===== config.mk =====
export PLATFORM = sky130hd
export DESIGN_NAME = vector_driver
export DESIGN_NICKNAME = d
export VERILOG_FILES = /design/src/rtl/vector_driver_pkg.sv /design/src/rtl/vector_driver_misr.sv /design/src/rtl/vector_driver.sv
export SDC_FILE = /design/constraint.sdc
export NUM_CORES = 1
export LEC_CHECK = 0
export ABC_AREA = 1
export ABC_CLOCK_PERIOD_IN_PS = 1500
export CAP_MARGIN = 20
export CORE_ASPECT_RATIO = 0.7
export CORE_MARGIN = 2
export CORE_UTILIZATION = 43
export CTS_BUF_LIST = sky130_fd_sc_hd__clkbuf_2 sky130_fd_sc_hd__clkbuf_4 sky130_fd_sc_hd__clkbuf_8
export DETAILED_ROUTE_END_ITERATION = 7
export PLACE_DENSITY_LB_ADDON = 0.05
export SKIP_CTS_REPAIR_TIMING = 1
export SLEW_MARGIN = 10
export SYNTH_ARGS = -nofsm -noshare
export SYNTH_HDL_FRONTEND = slang
export SYNTH_SLANG_ARGS = --single-unit

===== constraint.sdc =====
create_clock -name clk -period 1.5 [get_ports clk]
set_input_delay 0.375 -clock clk [delete_from_list [all_inputs] [get_ports clk]]
set_output_delay 0.375 -clock clk [all_outputs]
set_load 0.05 [all_outputs]

===== src/rtl/vector_driver_pkg.sv =====
// Shared types and constants for the vector_driver sweep engine.
// Optional response signature is enabled by defining VECTOR_DRIVER_MISR_EN.
package vector_driver_pkg;

  localparam int VEC_W  = 4;
  localparam int RESP_W = 2;
  localparam int SIG_W  = 8;
  localparam logic [SIG_W-1:0] SIG_POLY = 8'h1D;

  // Sweep sequencer states
  typedef enum logic [2:0] {
    ST_IDLE    = 3'd0,
    ST_DRIVE   = 3'd1,
    ST_SETTLE  = 3'd2,
    ST_PRESENT = 3'd3,
    ST_FIN     = 3'd4
  } state_e;

  // One MISR step: shift left, fold feedback polynomial, inject the response bits
  function automatic logic [SIG_W-1:0] misr_step(input logic [SIG_W-1:0] s,
                                                 input logic [RESP_W-1:0] d);
    logic [SIG_W-1:0] fb;
    fb = s[SIG_W-1] ? SIG_POLY : {SIG_W{1'b0}};
    return {s[SIG_W-2:0], 1'b0} ^ fb ^ {{(SIG_W-RESP_W){1'b0}}, d};
  endfunction

endpackage


===== src/rtl/vector_driver_misr.sv =====
// 8-bit response signature register; cleared by clr, advanced once per en.
// Only instantiated when VECTOR_DRIVER_MISR_EN is defined.
module vector_driver_misr
  import vector_driver_pkg::*;
(
  input  logic              clk,
  input  logic              rst_n,
  input  logic              clr,
  input  logic              en,
  input  logic [RESP_W-1:0] din,
  output logic [SIG_W-1:0]  sig
);

  logic [SIG_W-1:0] sig_q;
  logic [SIG_W-1:0] sig_d;

  // Next signature: clear wins over advance, otherwise hold
  always_comb begin
    sig_d = sig_q;
    if (clr) begin
      sig_d = {SIG_W{1'b0}};
    end else if (en) begin
      sig_d = misr_step(sig_q, din);
    end else begin
      sig_d = sig_q;
    end
  end

  // Signature register
  always_ff @(posedge clk or negedge rst_n) begin
    if (!rst_n) begin
      sig_q <= {SIG_W{1'b0}};
    end else begin
      sig_q <= sig_d;
    end
  end

  assign sig = sig_q;

endmodule


===== src/rtl/vector_driver.sv =====
// Exhaustive 4-bit stimulus sweep: drives each vector, waits SETTLE_CYCLES,
// samples the 2-bit response and presents it as a valid/ready beat.
// Define VECTOR_DRIVER_MISR_EN to add the sig port and response MISR.
module vector_driver
  import vector_driver_pkg::*;
#(
  parameter int SETTLE_CYCLES = 2
) (
  input  logic              clk,
  input  logic              rst_n,
  input  logic              start,
  output logic              busy,
  output logic              done,
  output logic [VEC_W-1:0]  drv_vec,
  input  logic [RESP_W-1:0] resp,
  output logic              res_valid,
  input  logic              res_ready,
  output logic [VEC_W-1:0]  res_vec,
  output logic [RESP_W-1:0] res_resp
`ifdef VECTOR_DRIVER_MISR_EN
  ,
  output logic [SIG_W-1:0]  sig
`endif
);

  localparam logic [3:0] SETTLE_LAST = 4'(SETTLE_CYCLES - 1);

  state_e            state_q, state_d;
  logic [VEC_W-1:0]  cnt_q, cnt_d;
  logic [3:0]        settle_q, settle_d;
  logic [VEC_W-1:0]  drv_vec_q, drv_vec_d;
  logic              res_valid_q, res_valid_d;
  logic [VEC_W-1:0]  res_vec_q, res_vec_d;
  logic [RESP_W-1:0] res_resp_q, res_resp_d;
  logic              busy_q, busy_d;
  logic              done_q, done_d;

  // Sequencer next-state and output-register next values
  always_comb begin
    state_d     = state_q;
    cnt_d       = cnt_q;
    settle_d    = settle_q;
    drv_vec_d   = drv_vec_q;
    res_valid_d = res_valid_q;
    res_vec_d   = res_vec_q;
    res_resp_d  = res_resp_q;
    done_d      = 1'b0;
    case (state_q)
      ST_IDLE: begin
        if (start) begin
          state_d = ST_DRIVE;
          cnt_d   = {VEC_W{1'b0}};
        end else begin
          state_d = ST_IDLE;
        end
      end
      ST_DRIVE: begin
        drv_vec_d = cnt_q;
        settle_d  = 4'd0;
        state_d   = ST_SETTLE;
      end
      ST_SETTLE: begin
        // drv_vec has been stable since DRIVE, so resp reflects it on the last cycle
        if (settle_q == SETTLE_LAST) begin
          res_resp_d  = resp;
          res_vec_d   = cnt_q;
          res_valid_d = 1'b1;
          state_d     = ST_PRESENT;
        end else begin
          settle_d = settle_q + 4'd1;
        end
      end
      ST_PRESENT: begin
        if (res_ready) begin
          res_valid_d = 1'b0;
          if (cnt_q == 4'hF) begin
            state_d = ST_FIN;
            done_d  = 1'b1;
          end else begin
            cnt_d   = cnt_q + 4'd1;
            state_d = ST_DRIVE;
          end
        end else begin
          state_d = ST_PRESENT;
        end
      end
      ST_FIN: begin
        state_d = ST_IDLE;
      end
      default: begin
        state_d = ST_IDLE;
      end
    endcase
    busy_d = (state_d != ST_IDLE);
  end

  // State and registered outputs
  always_ff @(posedge clk or negedge rst_n) begin
    if (!rst_n) begin
      state_q     <= ST_IDLE;
      cnt_q       <= {VEC_W{1'b0}};
      settle_q    <= 4'd0;
      drv_vec_q   <= {VEC_W{1'b0}};
      res_valid_q <= 1'b0;
      res_vec_q   <= {VEC_W{1'b0}};
      res_resp_q  <= {RESP_W{1'b0}};
      busy_q      <= 1'b0;
      done_q      <= 1'b0;
    end else begin
      state_q     <= state_d;
      cnt_q       <= cnt_d;
      settle_q    <= settle_d;
      drv_vec_q   <= drv_vec_d;
      res_valid_q <= res_valid_d;
      res_vec_q   <= res_vec_d;
      res_resp_q  <= res_resp_d;
      busy_q      <= busy_d;
      done_q      <= done_d;
    end
  end

  assign busy      = busy_q;
  assign done      = done_q;
  assign drv_vec   = drv_vec_q;
  assign res_valid = res_valid_q;
  assign res_vec   = res_vec_q;
  assign res_resp  = res_resp_q;

`ifdef VECTOR_DRIVER_MISR_EN
  logic misr_clr;
  logic misr_en;

  assign misr_clr = (state_q == ST_IDLE) && start;
  assign misr_en  = res_valid_q && res_ready;

  vector_driver_misr u_misr (
    .clk   (clk),
    .rst_n (rst_n),
    .clr   (misr_clr),
    .en    (misr_en),
    .din   (res_resp_q),
    .sig   (sig)
  );
`endif

endmodule

; Word level (Yosys, flattened, before mapping)
; Cells that the tools add are included.
[word_totals]
register_bits = 24
word_cells = 47
output_inout_bits = 13
input_bits = 6
[classes]
add_sub_neg = 2
n_mux = 17
reduce_logical = 9
eq_ne = 10
[ops]
columns = cell, count
row1 = 4-bit 2-to-1 mux, 4
row2 = 4-bit case mux with 2 select lines, 2
row3 = 3-bit case mux with 4 select lines, 1
row4 = "2-bit != test, second input constant", 5
row5 = 3-bit 2-to-1 mux, 3
row6 = "4-bit by 1-bit adder with 4-bit output, second input constant", 2
row7 = "3-bit by 2-bit equality test with 1-bit output, second input constant", 2
row8 = 1-bit 2-to-1 mux, 6
row9 = 2-bit nonzero test, 3
row10 = "4-bit by 1-bit equality test with 1-bit output, second input constant", 1
row11 = "4-bit equality test, second input constant", 1
row12 = 2-bit AND reduction, 2
row13 = 4-bit AND reduction, 1
row14 = "3-bit by 1-bit equality test with 1-bit output, second input constant", 1
row15 = 3-bit logical NOT, 1
row16 = 3-bit AND reduction, 1
row17 = 3-bit nonzero test, 1
row18 = 1-bit case mux with 2 select lines, 1

; Logic depth before layout (Yosys ltp)
[depth]
word_depth = 5
depth_mapped = 8
depth_no_buf = 8

; Least setup slack after synthesis
; OpenSTA, ideal clock, no wires.
[synth_timing]
kind = reg-to-reg
startpoint = reg settle_q[1]
endpoint = reg res_vec_q[1] (netlist: res_vec[1])
slack_ps = 334
setup_ps = 120
required_ps = 1380
arrival_ps = 1046
path_buffers = 1
synth_period_minus_slack_ps = 1166
stages_incl_launch_ff = 9
cell_sequence = dfrtp_1 -> inv_1 -> ha_1 -> nand2_1 -> inv_1 -> nand2_2 -> buf_6 -> nand2_1 -> o21ai_2
[synth_between]
elab_chain_cells = 2
[synth_rtl]
columns = element, line
row1 = from (decl), vector_driver.sv:30  ; logic [3:0] settle_q, settle_d;
row2 = from (signal assigned), vector_driver.sv:112  ; settle_q <= settle_d;
row3 = 4-bit by 1-bit equality test with 1-bit output, vector_driver.sv:64  ; if (settle_q == SETTLE_LAST) begin
row4 = 2-bit AND reduction (no source line), --
row5 = to (signal assigned), vector_driver.sv:105  ; res_vec_q <= {VEC_W{1'b0}};
row6 = to (signal assigned), vector_driver.sv:115  ; res_vec_q <= res_vec_d;
row7 = to (decl), vector_driver.sv:33  ; logic [VEC_W-1:0] res_vec_q, res_vec_d;
; Every way passes these cells.
; A chain may end at the register's enable or synchronous reset.

; Worst setup path in the final report
[layout_timing]
startpoint = reg settle_q[0]
endpoint = reg res_vec_q[1] (netlist: res_vec[1])
; The elaborated chain is that of the path after synthesis.

==> reports/results.ini <==
[worst_setup_path]
r2r_slack_ns=0.15
critical_path_buf_inv_count=2
end_kind=flip-flop
cp_max_fo=7
arrival_ns=1.55
reg2reg_depth=7
path_class=reg -> reg
required_ns=1.70
crit_top_cell=nand2_1
timing.rr.start=settle_q[0]$_DFFE_PN0P_
crit_chain=ha_1, nand2_1, inv_1, nand2_2, buf_4, nand2_1, o21ai_2
r2r-end=res_vec[1]$_DFFE_PN0P_
cp_slowest_cell=dfrtp_1
slowest_delay_ns=0.43
start_kind=flip-flop
cp_top_family=flip-flops

[floorplan]
die-area_um2=3076
start_util=0.4586
core_um2=2477
rows=15
die_x_um=65.44
die_y_um=47.01
io_pins=19

[drt]
vias=883
drtIter0Drc=24
route.detailed.drc=0
viasPerCell=4.722
wire_per_inst_um=11.16
wl_mm=2.086
drtAntennaViolNets=0
drtPass1Iterations=4

[final_layout]
final_cells=187
nets=163
finalInstanceArea_um2=1579
antennaDiodeCount=0
synthToLayoutAreaGrowth_pct=38.99
drive_gt1_frac=0.2484

[yosys]
synth_top_area_share=0.5286
synthesis.area_um2=1136
synth.distinct_cells=23
post_synth.cell_area_avg_um2=8.876
yosysSeqAreaShare=0.5286
synth_cells=128
yosys.area.top_type=dfrtp_1
ys_top_cells_by_area=dfrtp_1, nand2_1, nand3_1, inv_1, nor2_1
yosysWarnings=0
syn_nets=137
ys_seq_elements=24

[timing]
hold_viol=0
slew_viol_final=0
max_slew_margin=0.7922
tightest_slew_ns=0.3117
setup_viol=0
finClkSkew_ns=0.0007561
fin_crit_sh=0.9019
finalWorstSetupSlack_ns=0.1471
fin_crit_ns=1.353
hold-worst-slack_ns=0.4717
tns_ns=0
rsz0062_at_grt=no
fmax_ghz=0.7392

[power]
p_per_area_nw_per_um2=1848
cellLeakagePower_nw=0.7536
peakVddDrop_uv=1187

[global_route]
grtUsageTotal=0.1533
grt_pass1_vias=753
grt_max_degree=25
grt_overflow=0
antenna_found_initial=0
grt_pass1_wl_mm=3.463

[cts]
cts_buffers=3
cts_tree=yes
h-tree-depth=1
root_buffer=clkbuf_8
path_clk_slew_ns=0.08
clockBufferDepth=2
clkLatencyLatePin_ns=0.26
cts.sinks=24

[placement]
dp_hpwl_mm=1.610
place_area_um2=1508
post-place-cells=183
port_buffers=18
place_congestion=0.8314
place_ws_ns=0.01486

[run]
max_cap_violations=0

[min_path]
min_path_type=in -> async

[run_status]
status=complete, no violations

Yosys cell counts, drive strengths merged:
cell and number:
xnor2 1, nand2 42, xor2 1, buf 2
nor3b 1, ha 3, a21oi 1, nor2 13
nand3 13, nor3 2, dfrtp 24, o21ai 12
nand4 1, inv 12
cell usage in the layout (no fill, tap or decap), types with 4 or more instances in the layout:
| cell | n |
|---|---|
| nand2_2 | 4 |
| nor2_1 | 11 |
| clkdlybuf4s50_1 | 5 |
| nand2_1 | 37 |
| nand3_1 | 11 |
| buf_4 | 5 |
| o21ai_2 | 4 |
| inv_1 | 11 |
| o21ai_1 | 5 |
| buf_12 | 13 |
| dfrtp_1 | 24 |
registers in the layout, summed over array words and instances, names as in the netlist:
signal,flops
res_resp,2
busy,1
settle_q,4
res_vec,4
state_q,3
res_valid,1
done,1
drv_vec,4
cnt_q,4
how the worst max path moves through the flow:
stage | from | to | cells after the start
after floorplan | settle_q[1]$_DFFE_PN0P_ | res_vec[1]$_DFFE_PN0P_ | 8
after global placement | start | cnt_q[2]$_DFFE_PN0P_ | 8
after detailed placement | start | cnt_q[3]$_DFFE_PN0P_ | 8
after CTS | settle_q[0]$_DFFE_PN0P_ | res_vec[1]$_DFFE_PN0P_ | 7
after global routing | settle_q[1]$_DFFE_PN0P_ | res_vec[1]$_DFFE_PN0P_ | 8
final | settle_q[0]$_DFFE_PN0P_ | res_vec[1]$_DFFE_PN0P_ | 7
final cells by class:
type / count / area (µm²)
fill: 206 / 898.4
sequential: 24 / 600.6
multi-input combinational: 90 / 471.7
timing repair buffer: 23 / 347.8
inverter: 12 / 45.04
tap: 34 / 42.54
clock buffer: 3 / 41.29
clock inverter: 1 / 30.03
through the flow:
stage | utilization | power, mW
2_1_floorplan | - | 1.811
3_3_place_gp | 0.6086 | 2.360
3_5_place_dp | 0.6086 | 2.382
4_1_cts | 0.6374 | 2.947
5_1_grt | 0.6374 | 3.121
6_report | 0.6374 | 2.918
per-layer routing:
layer  wire length, µm  vias to the layer above  GRT usage
li1                  -                      459          -
met1              1026                      404     0.2122
met2               913                       20     0.2306
met3               145                        0    0.05995
met4                 0                        0    0.03750
met5                 0                        -          0
worst register-to-register path: cells and delay by family, from the launching register on:
kind | cells | cell delay [ns]
fa+ha+maj | 1 | 0.21
simple gates | 3 | 0.32
flops | 1 | 0.43
compound gates | 1 | 0.06
buf+inv | 2 | 0.26
power by group:
group	internal [mW]	switching (mW)
sequential	0.803	0.168
clock	0.357	0.203
combinational	0.570	0.818
cell families after synthesis:
kind of cell             Yosys count  synth area share
AND/OR/NAND/NOR                   72            0.2929
AO/OA/AOI/OAI                     13           0.07378
adder cells (fa/ha/maj)            3           0.03304
XOR/XNOR                           2           0.01542
flip-flops                        24            0.5286
buffers and inverters             14           0.05617
No activity file was read; power rests on OpenSTA's default activity.
